$ cat src/rtl/stopwatch_pkg.sv
// stopwatch_pkg
// Shared definitions for the stopwatch controller:
//   - STATE_W and state_t : 2-bit FSM state encoding (IDLE/RUN/PAUSED)
//   - presc_width()       : width of the divide counter, max(1, clog2(div))
package stopwatch_pkg;

  localparam int STATE_W = 2;

  typedef enum logic [STATE_W-1:0] {
    IDLE   = 2'b00,
    RUN    = 2'b01,
    PAUSED = 2'b10
  } state_t;

  // Smallest width w with 2**w >= div, never less than one bit.
  function automatic int presc_width(input int div);
    int w;
    w = 0;
    while ((1 << w) < div) w++;
    return (w < 1) ? 1 : w;
  endfunction

endpackage

$ cat src/rtl/stopwatch_ctrl_tick_prescaler.sv
// tick_prescaler
// Divides qualified ticks by DIV and produces a terminal strobe.
// Ports:
//   clk  in  system clock
//   rst  in  asynchronous active-low reset
//   clr  in  synchronous clear of the divide counter
//   en   in  qualified tick, advances the counter
//   term out one-cycle strobe (combinational) on the tick that wraps the counter
module tick_prescaler
  import stopwatch_pkg::*;
#(
  parameter int DIV = 1
) (
  input  logic clk,
  input  logic rst,
  input  logic clr,
  input  logic en,
  output logic term
);

  localparam int PW = presc_width(DIV);
  localparam logic [PW-1:0] LAST = PW'(DIV - 1);

  logic [PW-1:0] cnt_reg;

  // With DIV=1 LAST is 0, so the counter never leaves 0 and every
  // enabled tick is terminal.
  assign term = en && (cnt_reg == LAST);

  always_ff @(posedge clk or negedge rst) begin
    if (!rst) begin
      cnt_reg <= '0;
    end else if (clr) begin
      cnt_reg <= '0;
    end else if (en) begin
      cnt_reg <= (cnt_reg == LAST) ? '0 : cnt_reg + 1'b1;
    end
  end

endmodule

$ cat src/rtl/stopwatch_ctrl.sv
// stopwatch_ctrl
// Start/pause/stop controller for a tick-driven stopwatch. Gates the input
// tick through a run/pause FSM, divides it by DIV, and keeps an elapsed
// count with lap capture and wrap/saturate overflow.
// Ports:
//   clk        in   system clock
//   rst        in   asynchronous active-low reset
//   pulse      in   one-cycle tick strobe
//   start      in   start/resume request
//   pause      in   pause request
//   stop       in   stop and clear request
//   lap        in   lap capture request
//   pulse_out  out  registered divided tick
//   count      out  elapsed counted ticks
//   lap_count  out  count captured at the last lap
//   lap_valid  out  one-cycle strobe when lap_count updates
//   overflow   out  sticky overflow flag
//   state      out  current FSM state
module stopwatch_ctrl
  import stopwatch_pkg::*;
#(
  parameter int CNT_W    = 16,
  parameter int DIV      = 1,
  parameter bit SATURATE = 1'b0
) (
  input  logic               clk,
  input  logic               rst,
  input  logic               pulse,
  input  logic               start,
  input  logic               pause,
  input  logic               stop,
  input  logic               lap,
  output logic               pulse_out,
  output logic [CNT_W-1:0]   count,
  output logic [CNT_W-1:0]   lap_count,
  output logic               lap_valid,
  output logic               overflow,
  output logic [STATE_W-1:0] state
);

  state_t           state_reg;
  logic [CNT_W-1:0] count_reg;
  logic [CNT_W-1:0] lap_count_reg;
  logic             lap_valid_reg;
  logic             overflow_reg;
  logic             pulse_out_reg;

  logic qual;
  logic tick;

  // Pulses outside RUN, or coinciding with pause/stop, are dropped.
  assign qual = pulse && (state_reg == RUN) && !pause && !stop;

  tick_prescaler #(
    .DIV(DIV)
  ) u_presc (
    .clk (clk),
    .rst (rst),
    .clr (stop),
    .en  (qual),
    .term(tick)
  );

  always_ff @(posedge clk or negedge rst) begin
    if (!rst) begin
      state_reg     <= IDLE;
      count_reg     <= '0;
      lap_count_reg <= '0;
      lap_valid_reg <= 1'b0;
      overflow_reg  <= 1'b0;
      pulse_out_reg <= 1'b0;
    end else begin
      pulse_out_reg <= tick;

      // Lap sees the count from before this edge, including when a counted
      // tick or a stop lands on the same edge.
      lap_valid_reg <= 1'b0;
      if (lap && (state_reg == RUN || state_reg == PAUSED)) begin
        lap_count_reg <= count_reg;
        lap_valid_reg <= 1'b1;
      end

      case (state_reg)
        IDLE: begin
          if (stop) begin
            count_reg    <= '0;
            overflow_reg <= 1'b0;
          end else if (start && !pause) begin
            state_reg <= RUN;
          end
        end
        RUN: begin
          if (stop) begin
            state_reg    <= IDLE;
            count_reg    <= '0;
            overflow_reg <= 1'b0;
          end else if (pause) begin
            state_reg <= PAUSED;
          end else if (tick) begin
            if (count_reg == '1) begin
              overflow_reg <= 1'b1;
              if (!SATURATE) count_reg <= '0;
            end else begin
              count_reg <= count_reg + 1'b1;
            end
          end
        end
        PAUSED: begin
          if (stop) begin
            state_reg    <= IDLE;
            count_reg    <= '0;
            overflow_reg <= 1'b0;
          end else if (start && !pause) begin
            state_reg <= RUN;
          end
        end
        default: begin
          // Illegal encoding: recover to IDLE, count untouched.
          state_reg <= IDLE;
        end
      endcase
    end
  end

  assign pulse_out = pulse_out_reg;
  assign count     = count_reg;
  assign lap_count = lap_count_reg;
  assign lap_valid = lap_valid_reg;
  assign overflow  = overflow_reg;
  assign state     = state_reg;

endmodule

$ cat config.mk
export PLATFORM = sky130hd
export DESIGN_NAME = stopwatch_ctrl
export DESIGN_NICKNAME = d
export VERILOG_FILES = /design/src/rtl/stopwatch_pkg.sv /design/src/rtl/stopwatch_ctrl_tick_prescaler.sv /design/src/rtl/stopwatch_ctrl.sv
export SDC_FILE = /design/constraint.sdc
export NUM_CORES = 1
export LEC_CHECK = 0
export BUFFER_PORTS_ARGS = -buffer_cell sky130_fd_sc_hd__clkbuf_2
export CORE_MARGIN = 1.5
export CORE_UTILIZATION = 44
export CTS_BUF_LIST = sky130_fd_sc_hd__clkbuf_8
export CTS_CLUSTER_DIAMETER = 150
export DETAILED_ROUTE_END_ITERATION = 8
export PLACE_DENSITY = 0.66
export SLEW_MARGIN = 0
export SYNTH_ARGS = -nofsm -noshare
export SYNTH_HDL_FRONTEND = slang
export SYNTH_HIERARCHICAL = 1
export SYNTH_SLANG_ARGS = --single-unit
$ cat constraint.sdc
create_clock -name clk -period 4.26 [get_ports clk]
set_input_delay 0 -clock clk [delete_from_list [all_inputs] [get_ports clk]]
set_output_delay 0 -clock clk [all_outputs]
set_load 0.01 [all_outputs]
# Yosys cells after proc, flatten, opt, wreduce, memory -nomap -nowiden
# Cells that the tools add are included.
word_totals:
  reg_bits: 38
  in_bits: 7
  out_inout_bits: 37
  word_cells: 57
op_classes:
  add_sub_neg: 2
  eq_ne: 9
  mux: 22
  bitwise_logic: 1
  n_reduce_logical: 16
op_table:
  columns: ["operator", "n"]
  rows:
  - ["$mux W16", 5]
  - ["$pmux W16 S2", 1]
  - ["$add A16 B1 Y16 const B", 1]
  - ["$eq A16 B16 Y1 const B", 1]
  - ["$mux W2", 5]
  - ["$mux W1", 9]
  - ["$ne A3 B3 Y1 const B", 3]
  - ["$logic_and A1 B1 Y1", 6]
  - ["$pmux W2 S3", 1]
  - ["$reduce_and A5 Y1", 1]
  - ["$reduce_and A4 Y1", 1]
  - ["$reduce_bool A2 Y1", 2]
  - ["$ne A3 B2 Y1 const B", 1]
  - ["$eq A2 B1 Y1 const B", 1]
  - ["$eq A2 B2 Y1 const B", 1]
  - ["$logic_not A1 Y1", 2]
  - ["$logic_not A2 Y1", 1]
  - ["$ne A2 B1 Y1 const B", 1]
  - ["$ne A2 B2 Y1 const B", 1]
  - ["$pmux W1 S2", 1]
  - ["$reduce_and A2 Y1", 1]
  - ["$reduce_or A2 Y1", 1]
  - ["$add A1 B1 Y1 const B", 1]
  - ["$logic_or A1 B1 Y1", 1]
  - ["$not A1 Y1", 1]

# Depth between registers and ports, before layout
# Gate-level depths: netlist of run 1.
logic_depth:
  word_depth: 9
  mapped_depth: 11
  mapped_depth_nobuf: 8

# By module
# Netlist of run 1, hierarchy kept.
by_module_without_submodules:
  columns: ["mod", "instances", "cells_per_inst", "area_per_inst_um2", "seq_area_each_um2"]
  rows:
  - ["stopwatch_ctrl", 1, 175, 1910.6, 925.9]
  - ["tick_prescaler", 1, 1, 7.5, 0.0]

# Worst setup path after synthesis of run 1
# Ideal clock, no wire load.
synth_timing:
  path_type: "register to register"
  startpoint: "register state_reg[1], in the netlist state[1]"
  endpoint: "register count_reg[13], in the netlist count[13]"
  setup_time_ns: 0.083
  arrival_time_ns: 2.485
  required_time_ns: 4.177
  setup_slack_ns: 1.692
  path_stages_with_launch: 11
  path_buffers: 2
  period_less_slack_ns: 2.568
  cell_sequence: "dfrtp_1 inv_1 ha_1 nor2b_1 and3b_1 buf_4 nand2b_4 a221o_1 buf_6 or4_4 a22oi_2"
synth_between:
  elab_chain_cells: 7
  elab_cells_between_ends: 14
  cone_classes: "eq/ne: 5; mux: 1; reduce/logical: 8"
synth_rtl:
  columns: ["element", "line_no", "text"]
  rows:
  - ["start, declared", "stopwatch_ctrl.sv:41", "state_t state_reg;"]
  - ["start signal, assigned", "stopwatch_ctrl.sv:66", "state_reg <= IDLE;"]
  - ["start signal, assigned", "stopwatch_ctrl.sv:89", "state_reg <= RUN;"]
  - ["start signal, assigned", "stopwatch_ctrl.sv:94", "state_reg <= IDLE;"]
  - ["$eq A2 B1 Y1", "stopwatch_ctrl.sv:52", "assign qual = pulse && (state_reg == RUN) && !pause && !stop;"]
  - ["$logic_and A1 B1 Y1 (3 in a row)", "stopwatch_ctrl.sv:52", null]
  - ["via qual", "stopwatch_ctrl.sv:48", "logic qual;"]
  - ["$logic_and A1 B1 Y1", "stopwatch_ctrl_tick_prescaler.sv:28", "assign term = en && (cnt_reg == LAST);"]
  - ["via tick", "stopwatch_ctrl.sv:49", "logic tick;"]
  - ["$ne A3 B3 Y1 (no source line)", null, null]
  - ["$reduce_and A4 Y1 (no source line)", null, null]
  - ["end signal, assigned", "stopwatch_ctrl.sv:104", "count_reg <= count_reg + 1'b1;"]
  - ["end, declared", "stopwatch_ctrl.sv:42", "logic [CNT_W-1:0] count_reg;"]
# The timed path passes the listed nets, and every way through them passes these cells.
# A chain may end at the register's enable or synchronous reset.

# Final worst setup path of run 1
layout_timing:
  startpoint: "register state_reg[1], in the netlist state[1]"
  endpoint: "register count_reg[11], in the netlist count[11]"
layout_between:
  elab_chain_cells: 7
  elab_cells_between_ends: 14
  cone_classes: "eq/ne: 5; mux: 1; reduce/logical: 8"
layout_rtl:
  columns: ["element", "line_no"]
  rows:
  - ["$eq A2 B1 Y1", "stopwatch_ctrl.sv:52"]
  - ["$logic_and A1 B1 Y1 (3 in a row)", "stopwatch_ctrl.sv:52"]
  - ["via qual", "stopwatch_ctrl.sv:48"]
  - ["$logic_and A1 B1 Y1", "stopwatch_ctrl_tick_prescaler.sv:28"]
  - ["$ne A3 B3 Y1 (no source line)", null]
  - ["$reduce_and A4 Y1 (no source line)", null]
# The timed path passes the listed nets, and every way through them passes these cells.

==> out/metrics.cfg, run 1 <==
[run_status]
status = complete, no violations

[floorplan]
pin_count = 44
floorplan.initialDensity = 0.469
chipHeight_microns = 69.0
die_area_sq_mm = 0.00476
core.rowCount = 23
core_sq_mm = 0.00409
die_x_microns = 69.0

[layout]
areaGrowthSynthToFinish_pct = 19.2
fin_util = 0.560
finalNetCount = 231
proportion_of_layout_cells_with_a_drive_suffix_above_1 = 0.329
fill_cells = 391
n_antenna_cell = 0

[global_routing]
grt_first_pass_wirelength_microns = 7530
antenna_violations_before_repair = 0
grt_remaining_overflow = 0
grt_pass1_vias = 1511
gr-usage-all-layers = 0.199
largest_net_degree_at_the_start_of_global_routing = 38

[worst_setup_path]
arrival_ps = 3200
critPathTopFamily = simple AND/OR/NAND/NOR gates
path_buf_inv = 1
worst-r2r-setup-slack_ps = 1270
end_kind = flip-flop
critical_path.cell_chain = inv_1 -> ha_1 -> nor2b_1 -> and3b_1 -> nand2b_4 -> a221o_1 -> or4_1 -> a22oi_1
slowest_delay_ps = 590
worst-path-max-fanout = 23
required_ps = 4460
setup.worst_path.class = flip-flop to flip-flop
critical_path.slowest_cell = sky130_fd_sc_hd__a221o_1
critPathLaunchType = flip-flop

[sta]
layout_worst_path_cycle_share = 0.703
max_clock_freq_mhz = 334
report.final.slew_viol_count = 0
tightest_slew_ps = 1170
timing.setup.tns_ps = 0
rsz_0062_raised_after_global_routing = false
postLayoutSetupSlackWorst_ps = 1270
setup_viol_count_final = 0
finalCriticalPeriod_ps = 2990
finalClockSkew_ps = 7.33
timing.slew.headroom = 0.221
finalHoldViolCount = 0

[logic_synthesis]
post_synthesis_average_cell_area_sq_um = 10.9
post_synth_inst_count = 176
ys_seq_elements = 37
synth-seq-area-share = 0.483
synth_edf_count = 0
yosys_warnings = 6
synth_top_flop_cell = sky130_fd_sc_hd__dfrtp_1
synth_cell_type_count = 46
synth.cell_area_sq_mm = 0.00192
postSynthNetCount = 189
ys_async_sr_fraction = 1.00

[pwr]
pwr_density_cell_mw_per_mm2 = 473
power.leakage_nw = 1.11
peakVddDrop_mv = 0.279

[clocking]
cts.root.buffer_cell = sky130_fd_sc_hd__clkbuf_8
insertion_delay_ps = 300
tritoncts = built
clock_sinks = 37
tritoncts.num_buffers = 5
cts-htree-levels = 2
clk_transition_reported_paths_ps = 80
clock_tree.buffer_depth = 2

[drt]
via_count_normalized_by_instance_count = 6.01
post-route-drc-count = 0
drt-initial-drc-count = 73
dr_vias = 1616
postRouteAntennaNets = 0
firstDrtPassIters = 4
routed_wl_microns = 4550
routedWlPerCell_microns = 16.9

[run]
cap_viol_max_count = 0

[placed_design]
post-place-ws_ps = 1340
numPortBuffers = 43
replace_congestion = 0.863
place_hpwl_microns = 3200

[worst_hold_path]
hold_path_class = input port to flip-flop

[cells in the final DEF (no fill, tap or decap), types with 6 or more instances in the layout]
cell	instances
sky130_fd_sc_hd__nand2_1	15
sky130_fd_sc_hd__clkbuf_2	43
sky130_fd_sc_hd__dfrtp_1	37
sky130_fd_sc_hd__o21ai_0	7
sky130_fd_sc_hd__nor2_1	6
sky130_fd_sc_hd__nand3_1	7
sky130_fd_sc_hd__mux2_2	15
sky130_fd_sc_hd__ha_1	6
sky130_fd_sc_hd__o31ai_1	7
[cell families after synthesis]
group	after synthesis	share of synthesized area
mux	15	0.0881
simple gates	59	0.176
flops	37	0.483
fa+ha+maj	6	0.0391
buf+inv	14	0.0372
compound gates	45	0.177
[power breakdown]
| group | internal (mW) | switching [mW] |
|---|---|---|
| clock network | 0.233 | 0.128 |
| registers | 0.378 | 0.0351 |
| logic | 0.110 | 0.197 |
| total | 0.721 | 0.360 |
[synth_stat cells, types with 2 or more instances]
cell / number / area share
sky130_fd_sc_hd__dfrtp_1: 37 / 0.48
sky130_fd_sc_hd__mux2_2: 15 / 0.088
sky130_fd_sc_hd__nand2_1: 15 / 0.029
sky130_fd_sc_hd__nand3_1: 7 / 0.018
sky130_fd_sc_hd__o21ai_0: 7 / 0.018
sky130_fd_sc_hd__o31ai_1: 7 / 0.027
sky130_fd_sc_hd__ha_1: 6 / 0.039
sky130_fd_sc_hd__nor2_1: 6 / 0.012
sky130_fd_sc_hd__a22oi_1: 5 / 0.020
sky130_fd_sc_hd__inv_1: 5 / 0.0098
sky130_fd_sc_hd__nand4_1: 5 / 0.016
sky130_fd_sc_hd__a21oi_1: 4 / 0.010
sky130_fd_sc_hd__nor4_1: 4 / 0.013
sky130_fd_sc_hd__or4_1: 4 / 0.016
sky130_fd_sc_hd__and4_1: 3 / 0.014
sky130_fd_sc_hd__buf_2: 3 / 0.0078
sky130_fd_sc_hd__clkbuf_1: 3 / 0.0059
sky130_fd_sc_hd__nor2b_1: 3 / 0.0098
sky130_fd_sc_hd__o21ai_1: 3 / 0.0078
sky130_fd_sc_hd__or3_1: 3 / 0.0098
sky130_fd_sc_hd__and3_1: 2 / 0.0065
sky130_fd_sc_hd__buf_4: 2 / 0.0078
sky130_fd_sc_hd__nand2b_1: 2 / 0.0065
sky130_fd_sc_hd__o2111ai_1: 2 / 0.0091
sky130_fd_sc_hd__o211ai_1: 2 / 0.0078
[repair_timing]
action                     in CTS  in global routing
hold buffers                    1                  0
resized for setup               0                  0
setup endpoints to repair       0                  0
hold endpoints to repair       37                  0
buffers inserted                0                  0
[through the flow]
stage                     instances  instance area [sq um]  hold WS [ps]  total power, mW
after global routing            269                   2290          36.4             1.15
after detailed placement        260                   2140           182            0.725
final                           269                   2290          41.6             1.08
after global placement          260                   2140           153            0.712
after floorplan                 176                   1920          -296            0.641
after CTS                       269                   2290          38.1             1.09
[worst register-to-register path: stages (launching register included)]
cell and delay (ps):
sky130_fd_sc_hd__dfrtp_1 480, sky130_fd_sc_hd__inv_1 130, sky130_fd_sc_hd__ha_1 230, sky130_fd_sc_hd__nor2b_1 330, sky130_fd_sc_hd__and3b_1 290, sky130_fd_sc_hd__nand2b_4 90
sky130_fd_sc_hd__a221o_1 590, sky130_fd_sc_hd__or4_1 570, sky130_fd_sc_hd__a22oi_1 180
[layout make-up]
class,count,area [sq um],share of cell area
clock buffer,5,68.8,0.0301
clock inverter,3,65.1,0.0284
inverter,5,18.8,0.00821
multi-input combinational,125,921,0.403
sequential,37,926,0.405
tap,50,62.6,0.0274
timing repair buffer,44,225,0.0985
[final timing paths]
check	start	to	depth (start not counted)
min in group asynchronous	rst	lap_count[5]	2
max in group asynchronous	rst	lap_count[10]	2
hold / removal	pulse	pulse_out	2
setup reg to reg	state[1]	count[11]	8
hold reg to reg	lap_count[12]	lap_count[12]	2
setup / recovery	state[1]	count[11]	8
[routing by layer]
layer,up-vias,track usage,share of wire
li1,755,-,-
met1,787,0.272,0.46
met2,61,0.302,0.46
met3,13,0.0395,0.052
met4,0,0.0980,0.029
met5,-,0,0
No activity file was read; power rests on OpenSTA's default activity.
==> run 2: changes to the inputs <==
- PLACE_DENSITY: 0.66 -> 0.69
- clock period: 4.26 -> 2.58 ns (I/O delays scaled with it)
==> run 2 against run 1 <==
Sequential cell count did not move. Clock power rose by 11%. Worst setup slack got worse by 1100 ps. Sequential power rose by 58%. Utilization rose by 0.15 points. Largest power group unchanged. Critical path type unchanged. Register-to-register slack got worse by 1100 ps. Count of clock-buffer cells in the layout did not move. Highest routed layer unchanged. Combinational power rose by 89%.
==> out/metrics.cfg, run 2 (synthesis gave the netlist of run 1 again) <==
[drt]
drt-initial-drc-count = 76  ; +4.1%
dr_vias = 1557  ; -3.7%
via_count_normalized_by_instance_count = 5.64  ; -6.1%
post-route-drc-count = 0  ; unchanged
routedWlPerCell_microns = 15.0  ; -11%
firstDrtPassIters = 4  ; unchanged
routed_wl_microns = 4130  ; -9.1%
postRouteAntennaNets = 0  ; unchanged

[worst_setup_path]
worst-path-max-fanout = 19  ; -17%
rr_startpoint = state[1]
end_kind = flip-flop
arrival_ps = 2570  ; -630 ps
critPathLaunchType = flip-flop
crit_start = state[1]
setup.worst_path.class = flip-flop to flip-flop
required_ps = 2780  ; -1680 ps

[layout]
fin_util = 0.561  ; +0.00153
fill_cells = 390  ; -0.26%
layout_commonest_cell = sky130_fd_sc_hd__clkbuf_2
layout.cells.non_filler = 276  ; +2.6%
final_cell_mix = sky130_fd_sc_hd__clkbuf_2 (43), sky130_fd_sc_hd__dfrtp_1 (37), sky130_fd_sc_hd__nand2_1 (15), sky130_fd_sc_hd__mux2_2 (15)
areaGrowthSynthToFinish_pct = 19.6
finalNetCount = 238  ; +3.0%
proportion_of_layout_cells_with_a_drive_suffix_above_1 = 0.354  ; +0.0252
n_antenna_cell = 0  ; unchanged

[sta]
rsz_0062_raised_after_global_routing = false
setup_viol_count_final = 0  ; unchanged
finalHoldViolCount = 0  ; unchanged
finalClockSkew_ps = 5.89  ; -1.44 ps
timing.slew.headroom = 0.394  ; +0.173
timing.setup.tns_ps = 0  ; unchanged
finalCriticalPeriod_ps = 2370  ; -625 ps
max_clock_freq_mhz = 422  ; +26%
tightest_slew_ps = 909  ; -260 ps
report.final.slew_viol_count = 0  ; unchanged
layout_worst_path_cycle_share = 0.918  ; +0.216

[global_routing]
grt_remaining_overflow = 0  ; unchanged
grt_first_pass_wirelength_microns = 7200  ; -4.5%
largest_net_degree_at_the_start_of_global_routing = 38  ; unchanged
gr-usage-all-layers = 0.186  ; -0.0128
antenna_violations_before_repair = 0  ; unchanged
grt_pass1_vias = 1430  ; -5.4%

[run]
cap_viol_max_count = 0  ; unchanged

[clocking]
clock_sinks = 37  ; unchanged
tritoncts.num_buffers = 5  ; unchanged
clk_transition_reported_paths_ps = 70  ; about the same
clock_tree.buffer_depth = 2  ; unchanged
cts.root.buffer_cell = sky130_fd_sc_hd__clkbuf_8
cts-htree-levels = 2  ; unchanged
insertion_delay_ps = 290  ; about the same
cts_setup_buffers = 0  ; unchanged
tritoncts = built

[pwr]
power_dissipated_by_switching_net_loads_mw = 0.589  ; +64%
power_switching_share = 0.360  ; +0.0271
power.share.combinational = 0.356  ; +0.072
seqPwrFrac = 0.400  ; +0.018
pwr_density_cell_mw_per_mm2 = 713  ; +51%
peakVddDrop_mv = 0.485  ; +74%
power.leakage_nw = 1.12  ; +1.1%
cell_internal_pwr_mw = 1.05  ; +45%
share_clk_of_total_power = 0.244  ; -0.089

[worst_hold_path]
worst_hold_startpoint = pulse
hold_path_class = input port to flip-flop

[placed_design]
place_hpwl_microns = 2920  ; -8.7%
numPortBuffers = 43  ; unchanged
replace_congestion = 0.893  ; +3.4%
place_inst = 267  ; +2.7%

[floorplan]
chipHeight_microns = 69.0  ; unchanged
core.rowCount = 23  ; unchanged
die_area_sq_mm = 0.00476  ; unchanged
pin_count = 44  ; unchanged
die_x_microns = 69.0  ; unchanged
floorplan.initialDensity = 0.469  ; unchanged
core_sq_mm = 0.00409  ; unchanged

[run_status]
status = complete, no violations

run 2: changes by cell type in the layout (fill, tap and decap cells not counted):
cell,delta
sky130_fd_sc_hd__a221o_1,-1
sky130_fd_sc_hd__a221o_2,+1
sky130_fd_sc_hd__buf_4,+7
sky130_fd_sc_hd__bufinv_16,-2
sky130_fd_sc_hd__clkinv_2,+1
sky130_fd_sc_hd__clkinvlp_4,+1
run 2: critical path, stage by stage, from the launching register on:
cell	delay, ps
sky130_fd_sc_hd__dfrtp_1	380
sky130_fd_sc_hd__inv_1	80
sky130_fd_sc_hd__ha_1	150
sky130_fd_sc_hd__nor2b_1	160
sky130_fd_sc_hd__and3b_1	230
sky130_fd_sc_hd__nand2b_4	80
sky130_fd_sc_hd__a221o_2	500
sky130_fd_sc_hd__or4_1	530
sky130_fd_sc_hd__a22oi_1	170
run 2: metrics by stage:
stage	instance area [sq um]	total power [mW]	worst slack [ps]	hold WS (ps)
after floorplan	1920	1.06	12.0	-296
after global placement	2200	1.25	208	177
after detailed placement	2200	1.25	142	177
after CTS	2290	1.67	123	8.61
after global routing	2290	1.76	72.2	18.6
final	2290	1.63	211	19.5
run 2: worst paths after layout:
| kind | end | slack [ps] | depth (start not counted) |
|---|---|---|---|
| worst max-delay path | count[9] | 210 | 8 |
| worst min-delay path | pulse_out | 20 | 2 |
| worst max register to register | count[9] | 210 | 8 |
| worst min register to register | lap_count[12] | 480 | 2 |
| max in group asynchronous | state[0] | 1650 | 2 |
| min in group asynchronous | lap_count[7] | 370 | 2 |
run 2: area by class of cell:
cell class / count / area, sq um / area share
Clock buffer: 5 / 68.8 / 0.0300
Clock inverter: 3 / 17.5 / 0.00764
Inverter: 5 / 18.8 / 0.00818
Multi-Input combinational cell: 125 / 922 / 0.402
Sequential cell: 37 / 926 / 0.404
Tap cell: 50 / 62.6 / 0.0273
Timing Repair Buffer: 51 / 278 / 0.121
run 2: power groups by stage:
stage,combinational [mW],sequential (mW),clock (mW)
floorplan,0.355,0.704,0
finish,0.581,0.654,0.399
global route,0.649,0.662,0.449
CTS,0.591,0.654,0.422
global placement,0.585,0.663,0
detailed placement,0.583,0.666,0
run 2: what timing repair did:
action | 4_1_cts | 5_1_grt
resized for setup | 0 | 1
hold buffers | 1 | 0
hold endpoints to repair | 37 | 0
endpoints found under the setup margin | 0 | 3
run 2: layer usage:
layer	part of all wire	global-route usage	vias to the layer above	wire, microns
met5	0	0	-	0
met4	0.015	0.0741	0	63
met3	0.059	0.0512	9	243
met2	0.42	0.263	50	1740
met1	0.50	0.270	727	2090
li1	-	-	771	-
==> run 3: changes to the inputs <==
- GPL_TIMING_DRIVEN: unset -> 0
==> run 3 against run 2 <==
Critical path depth is 2 higher. Combinational power is 9.3% higher. Cell count is 2.5% higher. Worst setup slack worse by 130 ps. Critical path type unchanged. Highest routed layer unchanged.
==> out/metrics.cfg, run 3 (synthesis gave the netlist of run 1 again) <==
[pwr]
pwr_density_cell_mw_per_mm2 = 715  ; +0.38%
total_power_mw = 1.68  ; +3.1%
power.leakage_nw = 1.16  ; +3.3%
peakVddDrop_mv = 0.437  ; -9.9%

[sta]
max_clock_freq_mhz = 401  ; -5.1%
final.hold.worst_slack_ps = 39.3  ; +19.8 ps
timing.slew.headroom = 0.392  ; -0.00196
finalHoldViolCount = 0  ; unchanged
setup_viol_count_final = 0  ; unchanged
tightest_slew_ps = 912  ; +2.94 ps
finalClockSkew_ps = 7.31  ; +1.42 ps
timing.setup.tns_ps = 0  ; unchanged
postLayoutSetupSlackWorst_ps = 83.7  ; -127 ps
report.final.slew_viol_count = 0  ; unchanged
finalCriticalPeriod_ps = 2500  ; +127 ps
layout_worst_path_cycle_share = 0.968  ; +0.0492

[global_routing]
grt_remaining_overflow = 0  ; unchanged
grt_first_pass_wirelength_microns = 7120  ; -1.1%
grt_pass1_vias = 1458  ; +2.0%
antenna_violations_before_repair = 0  ; unchanged
gr-usage-all-layers = 0.187  ; +0.000210
largest_net_degree_at_the_start_of_global_routing = 38  ; unchanged

[run_status]
status = complete, no violations

[layout]
layout_commonest_cell = sky130_fd_sc_hd__clkbuf_2
areaGrowthSynthToFinish_pct = 22.8
finalNetCount = 245  ; +2.9%
fin_area_sq_mm = 0.00235  ; +2.7%
proportion_of_layout_cells_with_a_drive_suffix_above_1 = 0.365  ; +0.0108
n_antenna_cell = 0  ; unchanged
final_cell_mix = sky130_fd_sc_hd__clkbuf_2 (42), sky130_fd_sc_hd__dfrtp_1 (35), sky130_fd_sc_hd__nand2_1 (15), sky130_fd_sc_hd__mux2_2 (15)

[worst_hold_path]
hold_path_class = input port to flip-flop
worst_hold_startpoint = pause
worst_hold_path.num_cells = 3  ; +1
capture_endpoint_of_the_worst_hold_path = state[1]

[worst_setup_path]
critPathLaunchType = flip-flop
path_buf_inv = 3  ; +2
rr_startpoint = state[1]
arrival_ps = 2710  ; +140 ps
slowest_delay_ps = 470  ; -60 ps
end_kind = flip-flop
required_ps = 2790  ; about the same
critical_path.cell_chain = inv_1 -> ha_4 -> nor2b_4 -> and3b_1 -> buf_4 -> nand2b_4 -> a221o_1 -> buf_6 -> or4_4 -> a22oi_2
timing.rr.end = count[13]
critical_path.slowest_cell = sky130_fd_sc_hd__or4_4
worst-path-max-fanout = 10  ; -9
critPathTopFamily = simple AND/OR/NAND/NOR gates
worstRegToRegCells = 10  ; +2
setup.worst_path.class = flip-flop to flip-flop
worst-r2r-setup-slack_ps = 80  ; -130 ps

[clocking]
clk_transition_reported_paths_ps = 70  ; about the same
tritoncts.num_buffers = 5  ; unchanged
clock_sinks = 37  ; unchanged
clock_tree.buffer_depth = 2  ; unchanged
tritoncts = built
cts.root.buffer_cell = sky130_fd_sc_hd__clkbuf_8
insertion_delay_ps = 290  ; about the same
cts-htree-levels = 2  ; unchanged

[placed_design]
replace_congestion = 0.869  ; -2.7%
post-place-ws_ps = -299  ; -441 ps
place_hpwl_microns = 2990  ; +2.3%
numPortBuffers = 42  ; -2.3%
place_area_sq_mm = 0.00219  ; -0.23%

[drt]
drt-initial-drc-count = 134  ; +76%
routed_wl_microns = 4390  ; +6.3%
post-route-drc-count = 0  ; unchanged
via_count_normalized_by_instance_count = 5.80  ; +2.7%
postRouteAntennaNets = 0  ; unchanged
routedWlPerCell_microns = 15.5  ; +3.6%
firstDrtPassIters = 4  ; unchanged
dr_vias = 1640  ; +5.3%

[floorplan]
floorplan.initialDensity = 0.469  ; unchanged
chipHeight_microns = 69.0  ; unchanged
die_x_microns = 69.0  ; unchanged
core.rowCount = 23  ; unchanged
pin_count = 44  ; unchanged
core_sq_mm = 0.00409  ; unchanged
die_area_sq_mm = 0.00476  ; unchanged

[run]
cap_viol_max_count = 0  ; unchanged

[run 3: cell types whose count changed in the layout (fill, tap and decap cells not counted), sizes merged]
cell      delta
clkinv       -2
clkinvlp     -1
buf          +5
clkbuf       +2
inv          +3
[run 3: repair_timing]
| action | 4_1_cts | 5_1_grt |
|---|---|---|
| setup endpoints to repair | 14 | 5 |
| pin swaps | 1 | 1 |
| gates cloned | 0 | 0 |
| setup buffers | 1 | 5 |
| resized for setup | 6 | 1 |
| hold buffers | 1 | 0 |
| endpoints found under the hold margin | 37 | 0 |
[run 3: worst max-delay path by stage]
stage,start,depth (start not counted),to
4_1_cts,state[0],9,count[13]
2_1_floorplan,state[1],10,count[13]
3_5_place_dp,state[1],8,count[11]
5_1_grt,state[1],10,count[13]
3_3_place_gp,state[0],7,count[5]
6_report,state[1],10,count[13]
[run 3: per-stage QoR]
stage / utilization / instances
final: 0.576 / 283
after floorplan: - / 176
after global placement: 0.536 / 268
after detailed placement: 0.536 / 268
after CTS: 0.565 / 278
after global routing: 0.576 / 283
[run 3: area by class of cell]
type                    count  area, sq um
repair buffers             49          265
inverters                   5         18.8
clock buffers               5         68.8
flip-flops and latches     37          928
multi-input cells         125          947
plain buffers               9         52.6
fillers                   382         1730
clock inverters             3         11.3
well taps                  50         62.6
[run 3: power breakdown]
part	switching [mW]	internal, mW	total (mW)
clock	0.198	0.180	0.377
combinational	0.369	0.266	0.635
sequential	0.0451	0.627	0.673
total	0.611	1.07	1.68
[run 3: routing by layer]
layer  part of all wire  up-vias  track usage
met1               0.47      782        0.267
met4              0.021        0       0.0697
met2               0.44       54        0.278
met5                  0        -            0
met3              0.068       10       0.0409
li1                   -      794            -
[run 3: worst reg2reg max path, delay by kind of cell (launching register included)]
family,cells,cell delay [ps]
AND/OR/NAND/NOR,4,900
buffers and inverters,3,400
flip-flops,1,410
AO/OA/AOI/OAI,2,540
adder cells (fa/ha/maj),1,160
